--- config.mk ---
export PLATFORM = sky130hd
export DESIGN_NAME = pixel_unpacker
export DESIGN_NICKNAME = d
export VERILOG_FILES = /design/src/rtl/pixel_unpacker.sv
export SDC_FILE = /design/constraint.sdc
export NUM_CORES = 1
export LEC_CHECK = 0
export CAP_MARGIN = 0
export CORE_MARGIN = 5
export CORE_UTILIZATION = 50
export CTS_BUF_LIST = sky130_fd_sc_hd__clkbuf_2 sky130_fd_sc_hd__clkbuf_4 sky130_fd_sc_hd__clkbuf_8
export DETAILED_ROUTE_END_ITERATION = 8
export GPL_ROUTABILITY_DRIVEN = 0
export PLACE_DENSITY = 0.8
export SKIP_LAST_GASP = 1
export SYNTH_ARGS = -nofsm -noshare
export SYNTH_HDL_FRONTEND = slang
export SYNTH_SLANG_ARGS = --single-unit
--- constraint.sdc ---
create_clock -name clk -period 2.87 [get_ports clk]
set_clock_uncertainty 0.05 [all_clocks]
set_input_delay 0.287 -clock clk [delete_from_list [all_inputs] [get_ports clk]]
set_output_delay 0.287 -clock clk [all_outputs]
set_load 0.005 [all_outputs]
--- src/rtl/pixel_unpacker.sv ---
// pixel_unpacker
//   Splits 32-bit words from the DDR-reader FIFO into two 16-bit RGB565
//   pixels. The low half is emitted first and the high half second. The
//   block tracks the raster position (x, y) of each outgoing pixel and
//   counts completed frames.
//
// Optional feature macro: PIXEL_UNPACKER_RGB888_EN
//   defined   : each pixel is widened to RGB888 by repeating the top bits of
//               each colour field into its low bits
//   undefined : out_data = {8'h00, rgb565}
//
// Ports
//   clk        clock; all state changes on the rising edge
//   rst        asynchronous reset, active low
//   in_bits    packed word, two RGB565 pixels ([15:0] first, [31:16] second)
//   in_valid   in_bits is valid
//   in_ready   the block accepts in_bits this cycle
//   out_data   24-bit pixel
//   out_valid  out_data is valid
//   out_ready  downstream accepts the pixel
//   out_sof    current pixel is (0,0); qualified by out_valid
//   out_eol    current pixel is x=WIDTH-1; qualified by out_valid
//   frame_cnt  number of completed frames (wraps at 16 bits)
module pixel_unpacker #(
  parameter int WIDTH  = 640,
  parameter int HEIGHT = 480
) (
  input  logic        clk,
  input  logic        rst,
  input  logic [31:0] in_bits,
  input  logic        in_valid,
  output logic        in_ready,
  output logic [23:0] out_data,
  output logic        out_valid,
  input  logic        out_ready,
  output logic        out_sof,
  output logic        out_eol,
  output logic [15:0] frame_cnt
);

  localparam int XW = (WIDTH  > 1) ? $clog2(WIDTH)  : 1;
  localparam int YW = (HEIGHT > 1) ? $clog2(HEIGHT) : 1;
  localparam logic [XW-1:0] X_LAST = XW'(WIDTH - 1);
  localparam logic [YW-1:0] Y_LAST = YW'(HEIGHT - 1);

  typedef enum logic [1:0] {EMPTY, LO, HI} state_t;

  state_t        state;
  state_t        state_nxt;
  logic          load;
  logic          pix_xfer;
  logic [31:0]   word_q;
  logic [15:0]   half;
  logic [XW-1:0] x_q;
  logic [YW-1:0] y_q;

  always_ff @(posedge clk or negedge rst) begin
    if (!rst) state <= EMPTY;
    else      state <= state_nxt;
  end

  // In HI the next word may be taken in the same cycle the current pixel
  // leaves, which is what keeps a sustained stream at one pixel per cycle.
  // in_ready is forced low while reset is held, even though the state
  // register already sits in EMPTY.
  always_comb begin
    state_nxt = state;
    in_ready  = 1'b0;
    out_valid = 1'b0;
    load      = 1'b0;
    case (state)
      EMPTY: begin
        in_ready = 1'b1;
        if (in_valid) begin
          load      = 1'b1;
          state_nxt = LO;
        end
      end
      LO: begin
        out_valid = 1'b1;
        if (out_ready) state_nxt = HI;
      end
      HI: begin
        out_valid = 1'b1;
        in_ready  = out_ready;
        if (out_ready) begin
          if (in_valid) begin
            load      = 1'b1;
            state_nxt = LO;
          end else begin
            state_nxt = EMPTY;
          end
        end
      end
      default: state_nxt = EMPTY;
    endcase
    if (!rst) begin
      in_ready = 1'b0;
      load     = 1'b0;
    end
  end

  assign pix_xfer = out_valid && out_ready;

  always_ff @(posedge clk or negedge rst) begin
    if (!rst)      word_q <= 32'h0;
    else if (load) word_q <= in_bits;
  end

  // Raster position of the pixel currently presented on out_data.
  always_ff @(posedge clk or negedge rst) begin
    if (!rst) begin
      x_q       <= '0;
      y_q       <= '0;
      frame_cnt <= 16'h0;
    end else if (pix_xfer) begin
      if (x_q == X_LAST) begin
        x_q <= '0;
        if (y_q == Y_LAST) begin
          y_q       <= '0;
          frame_cnt <= frame_cnt + 16'h1;
        end else begin
          y_q <= y_q + 1'b1;
        end
      end else begin
        x_q <= x_q + 1'b1;
      end
    end
  end

  // The held word is cleared by reset, so out_data reads 0 during reset.
  assign half = (state == HI) ? word_q[31:16] : word_q[15:0];

`ifdef PIXEL_UNPACKER_RGB888_EN
  assign out_data = {half[15:11], half[15:13],
                     half[10:5],  half[10:9],
                     half[4:0],   half[4:2]};
`else
  assign out_data = {8'h00, half};
`endif

  assign out_sof = out_valid && (x_q == '0) && (y_q == '0);
  assign out_eol = out_valid && (x_q == X_LAST);

endmodule

==> summary.txt, run 1 <==
Run status
  • Status: completed

Placed design
  • Post-detail-place hpwl: 5220 µm
  • Inst Count DP: 441
  • Port buffer count: 71
  • Post-DP Area: 4223 µm²

Drt
  • Routed vias/inst: 5.549
  • WL final: 7205 µm
  • Vias: 2,536
  • Pre-antenna DRT Iters: 4
  • DRC: 0
  • WL/cell: 15.77 µm
  • Antenna Violating Nets Remaining: 0
  • Drt first-iter violations: 159

Yosys
  • Number of enable flip-flop cells after synthesis: 0
  • Post-synthesis async set-or-reset flop share: 1.000
  • Post-synthesis mux area share: 0.1683
  • Syn Inst Count: 299
  • Mapped Area: 3471 µm²
  • Largest cells by area after synthesis: dfrtp_1 (50%), mux2_1 (10%), mux2_2 (6.5%)
  • Syn avg cell area: 11.61 µm²
  • Adder-cell share of the synthesized area: 0.03965
  • Post-synthesis xor/xnor area fraction: 0.06056
  • #FFs+latches synth: 69
  • Sequential share of the synthesized area: 0.4975
  • Top cell type's share of synthesized area: 0.4975
  • Largest family of logic cells by synthesized area: multiplexers
  • Synth Flop Type: dfrtp_1
  • Top post-synthesis cells by count: dfrtp_1 (69), mux2_1 (31), nand2_1 (23), mux2_2 (20), xnor2_1 (17)
  • Distinct cells, synth: 42
  • Yosys Warn Count: 0
  • Synth Area in Compound Gates: 0.03100
  • Leading area contributor after synthesis: dfrtp_1
  • Top-count cell post-synth: dfrtp_1
  • Area share of and/or/nand/nor cells after synthesis: 0.1593

Worst setup path
  • CP Max Fanout: 6
  • Setup slack, reg-to-reg: 0.59 ns
  • Critical Path Sink Type: primary output
  • CP cell instances: inv_1 -> ha_1 -> nor4b_1 -> nand3_1 -> nor2_1 -> clkdlybuf4s50_1
  • Required @ worst endpoint: 2.53 ns
  • CP max-delay cell: clkdlybuf4s50_1
  • Worst R2R End: y_q[4]
  • Worst endpoint data arrival time: 2.28 ns
  • CP Launch Point: state[1]
  • Reg2reg path depth: 7
  • Worst R2R Start: state[1]
  • Setup Crit Path Kind: register to primary output
  • Largest stage delay, worst path: 0.53 ns
  • Startpoint Class: register

Floorplanning
  • Chip Height: 93.32 µm
  • Initial Util: 0.5137
  • Core area: 6756 µm²
  • DIE AREA: 8708 µm²
  • Cell Rows: 30
  • Io pins: 80
  • Chip width: 93.32 µm

Clock network
  • CTS Buf Count: 9
  • CTS tree: done
  • CTS H-tree depth: 3
  • CTS Buffer Depth: 2
  • Postcts setup bufs: 0
  • Clk_lat worst skew: 0.34 ns
  • Clk sink count: 69
  • Worst-path clk slew: 0.08 ns
  • Root buf cell: clkbuf_8
  • Post_cts resized: 0
  • # hold bufs at CTS: 0

Timing
  • Worst-Margin Slew: 0.8435 ns
  • Unrepaired setup endpoints after global routing: no
  • # setup viols final: 0
  • Slew Viols, Final: 0
  • Fin Setup TNS: 0 ns
  • Minimum clock period: 2.616 ns
  • Fmax: 0.3823 GHz
  • Tcrit/Tclk final: 0.9114
  • Final hold violation count: 0
  • Slew margin rel.: 0.4377

GRT
  • Vias in the first global route: 2,603
  • Tot GR Track Use: 0.1768
  • GR Overflow Total: 0
  • First-pass GRT wire length: 12,190 µm
  • Largest net degree at the start of global routing: 70
  • Initial antenna violation count: 0

Layout
  • Fill count: 529
  • Nets@finish: 419
  • Non-Filler Instances: 457
  • Final Cell Area: 4397 µm²
  • Antenna diode count: 0
  • Share of cells above drive strength 1: 0.1194
  • Area delta synth->final: 26.68%

Pwr
  • PwrDens: 743.4 nW/µm²
  • Peak VDD IR: 0.0002634 V
  • Leakage power: 1.929 nW

Flow run
  • Total of max-cap violations: 0

Min path
  • Hold Path Class: input pin to async pin
==> layer usage <==
layer / GRT usage / vias up / routed length [µm]
met3: 0.04183 / 9 / 450
met2: 0.2770 / 84 / 3377
met5: 0 / - / 0
met1: 0.2359 / 1255 / 3284
met4: 0.07204 / 0 / 93
li1: - / 1188 / -
==> kinds of logic after synthesis <==
family          count (synthesis)
compound gates                 17
mux                            52
flops                          69
simple gates                   95
buf+inv                        30
fa+ha+maj                      11
xor+xnor                       24
other cells                     1
==> cell type report <==
type                    count  area (µm²)  area share
clock buffers               9       123.9     0.02817
well taps                  80       100.1     0.02277
flip-flops and latches     69        1727      0.3927
repair buffers             75       735.7      0.1673
inverters                  10       37.54    0.008537
multi-input cells         207        1623      0.3691
clock inverters             7       50.05     0.01138
==> critical path: cells and delay by family (launching register included) <==
family / cells / cell delay [ns]
DFF: 1 / 0.41
and+or+nand+nor: 3 / 0.54
adders and majority gates: 1 / 0.36
buffers and inverters: 2 / 0.63
==> through the flow <==
stage / power (mW) / hold slack (ns) / worst slack (ns) / util
global placement: 2.562 / 0.4189 / 0.6196 / 0.6250
global route: 3.496 / 0.1925 / 0.1377 / 0.6507
finish: 3.268 / 0.1030 / 0.2544 / 0.6507
floorplan: 2.043 / -0.05859 / 0.7503 / -
CTS: 3.320 / 0.1299 / 0.2247 / 0.6507
detailed placement: 2.610 / 0.4266 / 0.5768 / 0.6250
==> where the power goes <==
part	leakage (nW)	internal (mW)	total (mW)	switching (mW)
clock	0.0816	0.314	0.692	0.378
combinational	0.987	0.723	1.15	0.430
sequential	0.860	1.25	1.42	0.173
total	1.93	2.29	3.27	0.981
==> cell usage in the layout (no fill, tap or decap), types with 6 or more instances in the layout <==
cell type	count
mux2_2	20
mux2_1	31
conb_1	8
clkbuf_8	9
dfrtp_1	69
nor2_1	9
clkdlybuf4s50_1	70
nand2_1	23
ha_1	11
nand3_1	8
xor2_1	7
nand4_1	14
inv_1	10
nor3_1	7
xnor2_1	17
and3_1	7
and2_1	6
==> worst max-delay path by stage <==
stage,end,cells after the start
after global placement,y_q[3],6
final,out_sof,6
after global routing,out_sof,6
after CTS,out_sof,6
after floorplan,y_q[6],8
after detailed placement,y_q[4],7
==> registers in the layout, indices dropped and copies added, names as in the netlist <==
signal     cells
word_q        32
frame_cnt     16
x_q           10
y_q            9
state          2
No activity file was read; power rests on OpenSTA's default activity.
==> run 2, diff against run 1 <==
--- a/config.mk
+++ b/config.mk
@@ -7,11 +7,11 @@
 export LEC_CHECK = 0
 export CAP_MARGIN = 0
 export CORE_MARGIN = 5
-export CORE_UTILIZATION = 50
+export CORE_UTILIZATION = 52
 export CTS_BUF_LIST = sky130_fd_sc_hd__clkbuf_2 sky130_fd_sc_hd__clkbuf_4 sky130_fd_sc_hd__clkbuf_8
 export DETAILED_ROUTE_END_ITERATION = 8
 export GPL_ROUTABILITY_DRIVEN = 0
-export PLACE_DENSITY = 0.8
+export PLACE_DENSITY = 0.83
 export SKIP_LAST_GASP = 1
 export SYNTH_ARGS = -nofsm -noshare
 export SYNTH_HDL_FRONTEND = slang
==> summary.txt, run 2 (synthesized netlist as in run 1, its figures left out) <==
Run status
  • Status: completed

Clock network
  • Root buf cell: clkbuf_8
  • Clk_lat worst skew: 0.34 ns (about the same)
  • CTS Buf Count: 9 (unchanged)
  • CTS tree: done
  • # hold bufs at CTS: 0 (unchanged)
  • Postcts setup bufs: 0 (unchanged)
  • CTS Buffer Depth: 2 (unchanged)
  • CTS H-tree depth: 3 (unchanged)
  • Clk sink count: 69 (unchanged)
  • Post_cts resized: 0 (unchanged)
  • Worst-path clk slew: 0.07 ns (about the same)

Worst setup path
  • Largest stage delay, worst path: 0.52 ns (about the same)
  • Worst endpoint data arrival time: 2.33 ns (+0.05 ns)
  • Buf+Inv Stages, Crit Path: 2 (unchanged)
  • Startpoint Class: register
  • Top delay family on crit path: buffers and inverters
  • Critical Path Sink Type: primary output
  • CP max-delay cell: clkdlybuf4s50_1
  • CP Max Fanout: 6 (unchanged)
  • Required @ worst endpoint: 2.53 ns (about the same)
  • CP cell instances: inv_1 -> ha_1 -> nor4b_1 -> nand3_1 -> nor2_1 -> clkdlybuf4s50_1
  • Setup Crit Path Kind: register to primary output

Pwr
  • PwrDens: 757.0 nW/µm² (+1.8%)
  • Int Pwr: 2.380 mW (+4.0%)
  • Net Sw Frac: 0.2884 (-0.01164)
  • Clock power share: 0.226 (+0.014)
  • Leakage power: 1.952 nW (+1.2%)
  • Switch Pwr: 0.9646 mW (-1.6%)
  • Seq pwr share: 0.426 (-0.009)
  • Peak VDD IR: 0.0002992 V (+14%)
  • Pwr Total: 3.344 mW (+2.3%)
  • Comb pwr share: 0.348 (-0.005)

Floorplanning
  • Io pins: 80 (unchanged)
  • Chip width: 91.70 µm (-1.7%)
  • Chip Height: 91.70 µm (-1.7%)
  • DIE AREA: 8409 µm² (-3.4%)
  • Core area: 6422 µm² (-4.9%)
  • Cell Rows: 29 (-3.3%)
  • Initial Util: 0.5404 (+0.02672)

Layout
  • Area delta synth->final: 27.29%
  • Largest register FFs: 32 (unchanged)
  • Largest Register: word_q
  • Share of cells above drive strength 1: 0.1217 (+0.002330)
  • Nets@finish: 421 (+0.48%)
  • Reg area: 1727 µm² (unchanged)
  • Footprint of the multi-input gates: 1623 µm² (unchanged)
  • Antenna diode count: 0 (unchanged)
  • Most frequent cells in the layout: clkdlybuf4s50_1 (70), dfrtp_1 (69), mux2_1 (31), nand2_1 (23), mux2_2 (20)
  • Largest registers: word_q x32, frame_cnt x16, x_q x10
  • Final Cell Area: 4418 µm² (+0.48%)
  • Most common cell after layout, fill and taps aside: clkdlybuf4s50_1
  • Fill count: 465 (-12%)
  • Post-layout util: 0.6879 (+0.03716)

Placed design
  • Port buffer count: 71 (unchanged)
  • Post-detail-place hpwl: 5268 µm (+0.93%)
  • DP Worst Slack: 0.4992 ns (-0.07766 ns)
  • Post-DP Area: 4234 µm² (+0.27%)

Min path
  • Hold Path Class: input pin to async pin

GRT
  • First-pass GRT wire length: 12,670 µm (+4.0%)
  • Grt met3 use: 0.05892 (+0.01709)
  • GRT met1 Usage: 0.2595 (+0.02366)
  • GR Overflow Total: 0 (unchanged)
  • Initial antenna violation count: 0 (unchanged)
  • Largest net degree at the start of global routing: 70 (unchanged)
  • Busiest metal layer after global routing: met2
  • Vias in the first global route: 2,603 (unchanged)
  • Met2 Use GR: 0.2855 (+0.008503)
  • Tot GR Track Use: 0.1882 (+0.01137)

Timing
  • Setup ws final: 0.1989 ns (-0.05554 ns)
  • Minimum clock period: 2.671 ns (+0.05554 ns)
  • Slew margin rel.: 0.4360 (-0.001662)
  • Final hold violation count: 0 (unchanged)
  • Fin Setup TNS: 0 ns (unchanged)
  • Fmax: 0.3744 GHz (-2.1%)
  • Worst-Margin Slew: 0.8459 ns (+0.002492 ns)
  • # setup viols final: 0 (unchanged)
  • Unrepaired setup endpoints after global routing: no
  • Tcrit/Tclk final: 0.9307 (+0.01935)
  • Slew Viols, Final: 0 (unchanged)

Drt
  • Routed vias/inst: 5.431 (-2.1%)
  • Antenna Violating Nets Remaining: 0 (unchanged)
  • WL final: 7368 µm (+2.3%)
  • Vias: 2,471 (-2.6%)
  • Pre-antenna DRT Iters: 4 (unchanged)
  • Drt first-iter violations: 92 (-42%)
  • WL/cell: 16.19 µm (+2.7%)
  • DRC: 0 (unchanged)

Flow run
  • Total of max-cap violations: 0 (unchanged)
[run 2: power groups by stage]
stage	logic [mW]	clock network, mW	registers (mW)
global route	1.29	0.819	1.46
finish	1.16	0.756	1.42
CTS	1.18	0.771	1.43
global placement	1.15	0	1.41
detailed placement	1.17	0	1.44
floorplan	0.664	0	1.38
[run 2: cell type report]
class                      instances  share of cell area
multi-input combinational        207              0.3673
tap                               77             0.02181
sequential                        69              0.3908
clock buffer                      10             0.02974
inverter                          10            0.008496
timing repair buffer              77              0.1699
clock inverter                     5             0.01189
[run 2: metal layers]
metal	vias to the layer above	wire length [µm]
met5	-	0
met4	0	89
met3	10	455
met2	88	3291
met1	1183	3531
li1	1190	-
[run 2: final timing paths]
path,start,to,slack (ns),depth (start not counted)
max,state[0],out_sof,0.20,6
min reg2reg,frame_cnt[15],frame_cnt[15],0.43,1
max in group asynchronous,rst,x_q[4],2.11,2
min in group clk,frame_cnt[15],frame_cnt[15],0.43,1
max reg2reg,state[0],y_q[6],0.49,6
min,rst,word_q[20],0.12,2
[run 2: through the flow]
| stage | cells | hold WS, ns |
|---|---|---|
| 3_3_place_gp | 440 | 0.4196 |
| 5_1_grt | 455 | 0.1939 |
| 3_5_place_dp | 440 | 0.4266 |
| 2_1_floorplan | 306 | -0.05859 |
| 6_report | 455 | 0.1169 |
| 4_1_cts | 455 | 0.1409 |
[run 2: worst reg2reg max path: cells and delay by family, from the launching register on]
family / cells / cell delay, ns
simple gates: 3 / 0.97
flops: 1 / 0.43
fa+ha+maj: 1 / 0.37
mux: 1 / 0.34
buf+inv: 1 / 0.10
==> run 3, diff against run 2 <==
--- a/config.mk
+++ b/config.mk
@@ -5,13 +5,13 @@
 export SDC_FILE = /design/constraint.sdc
 export NUM_CORES = 1
 export LEC_CHECK = 0
-export CAP_MARGIN = 0
 export CORE_MARGIN = 5
-export CORE_UTILIZATION = 52
+export CORE_UTILIZATION = 50
 export CTS_BUF_LIST = sky130_fd_sc_hd__clkbuf_2 sky130_fd_sc_hd__clkbuf_4 sky130_fd_sc_hd__clkbuf_8
+export CTS_CLUSTER_SIZE = 8
 export DETAILED_ROUTE_END_ITERATION = 8
 export GPL_ROUTABILITY_DRIVEN = 0
-export PLACE_DENSITY = 0.83
+export PLACE_DENSITY = 0.8
 export SKIP_LAST_GASP = 1
 export SYNTH_ARGS = -nofsm -noshare
 export SYNTH_HDL_FRONTEND = slang
==> results of run 3 <==
Same layout as run 1: the final DEF is identical, and so are final timing and power.
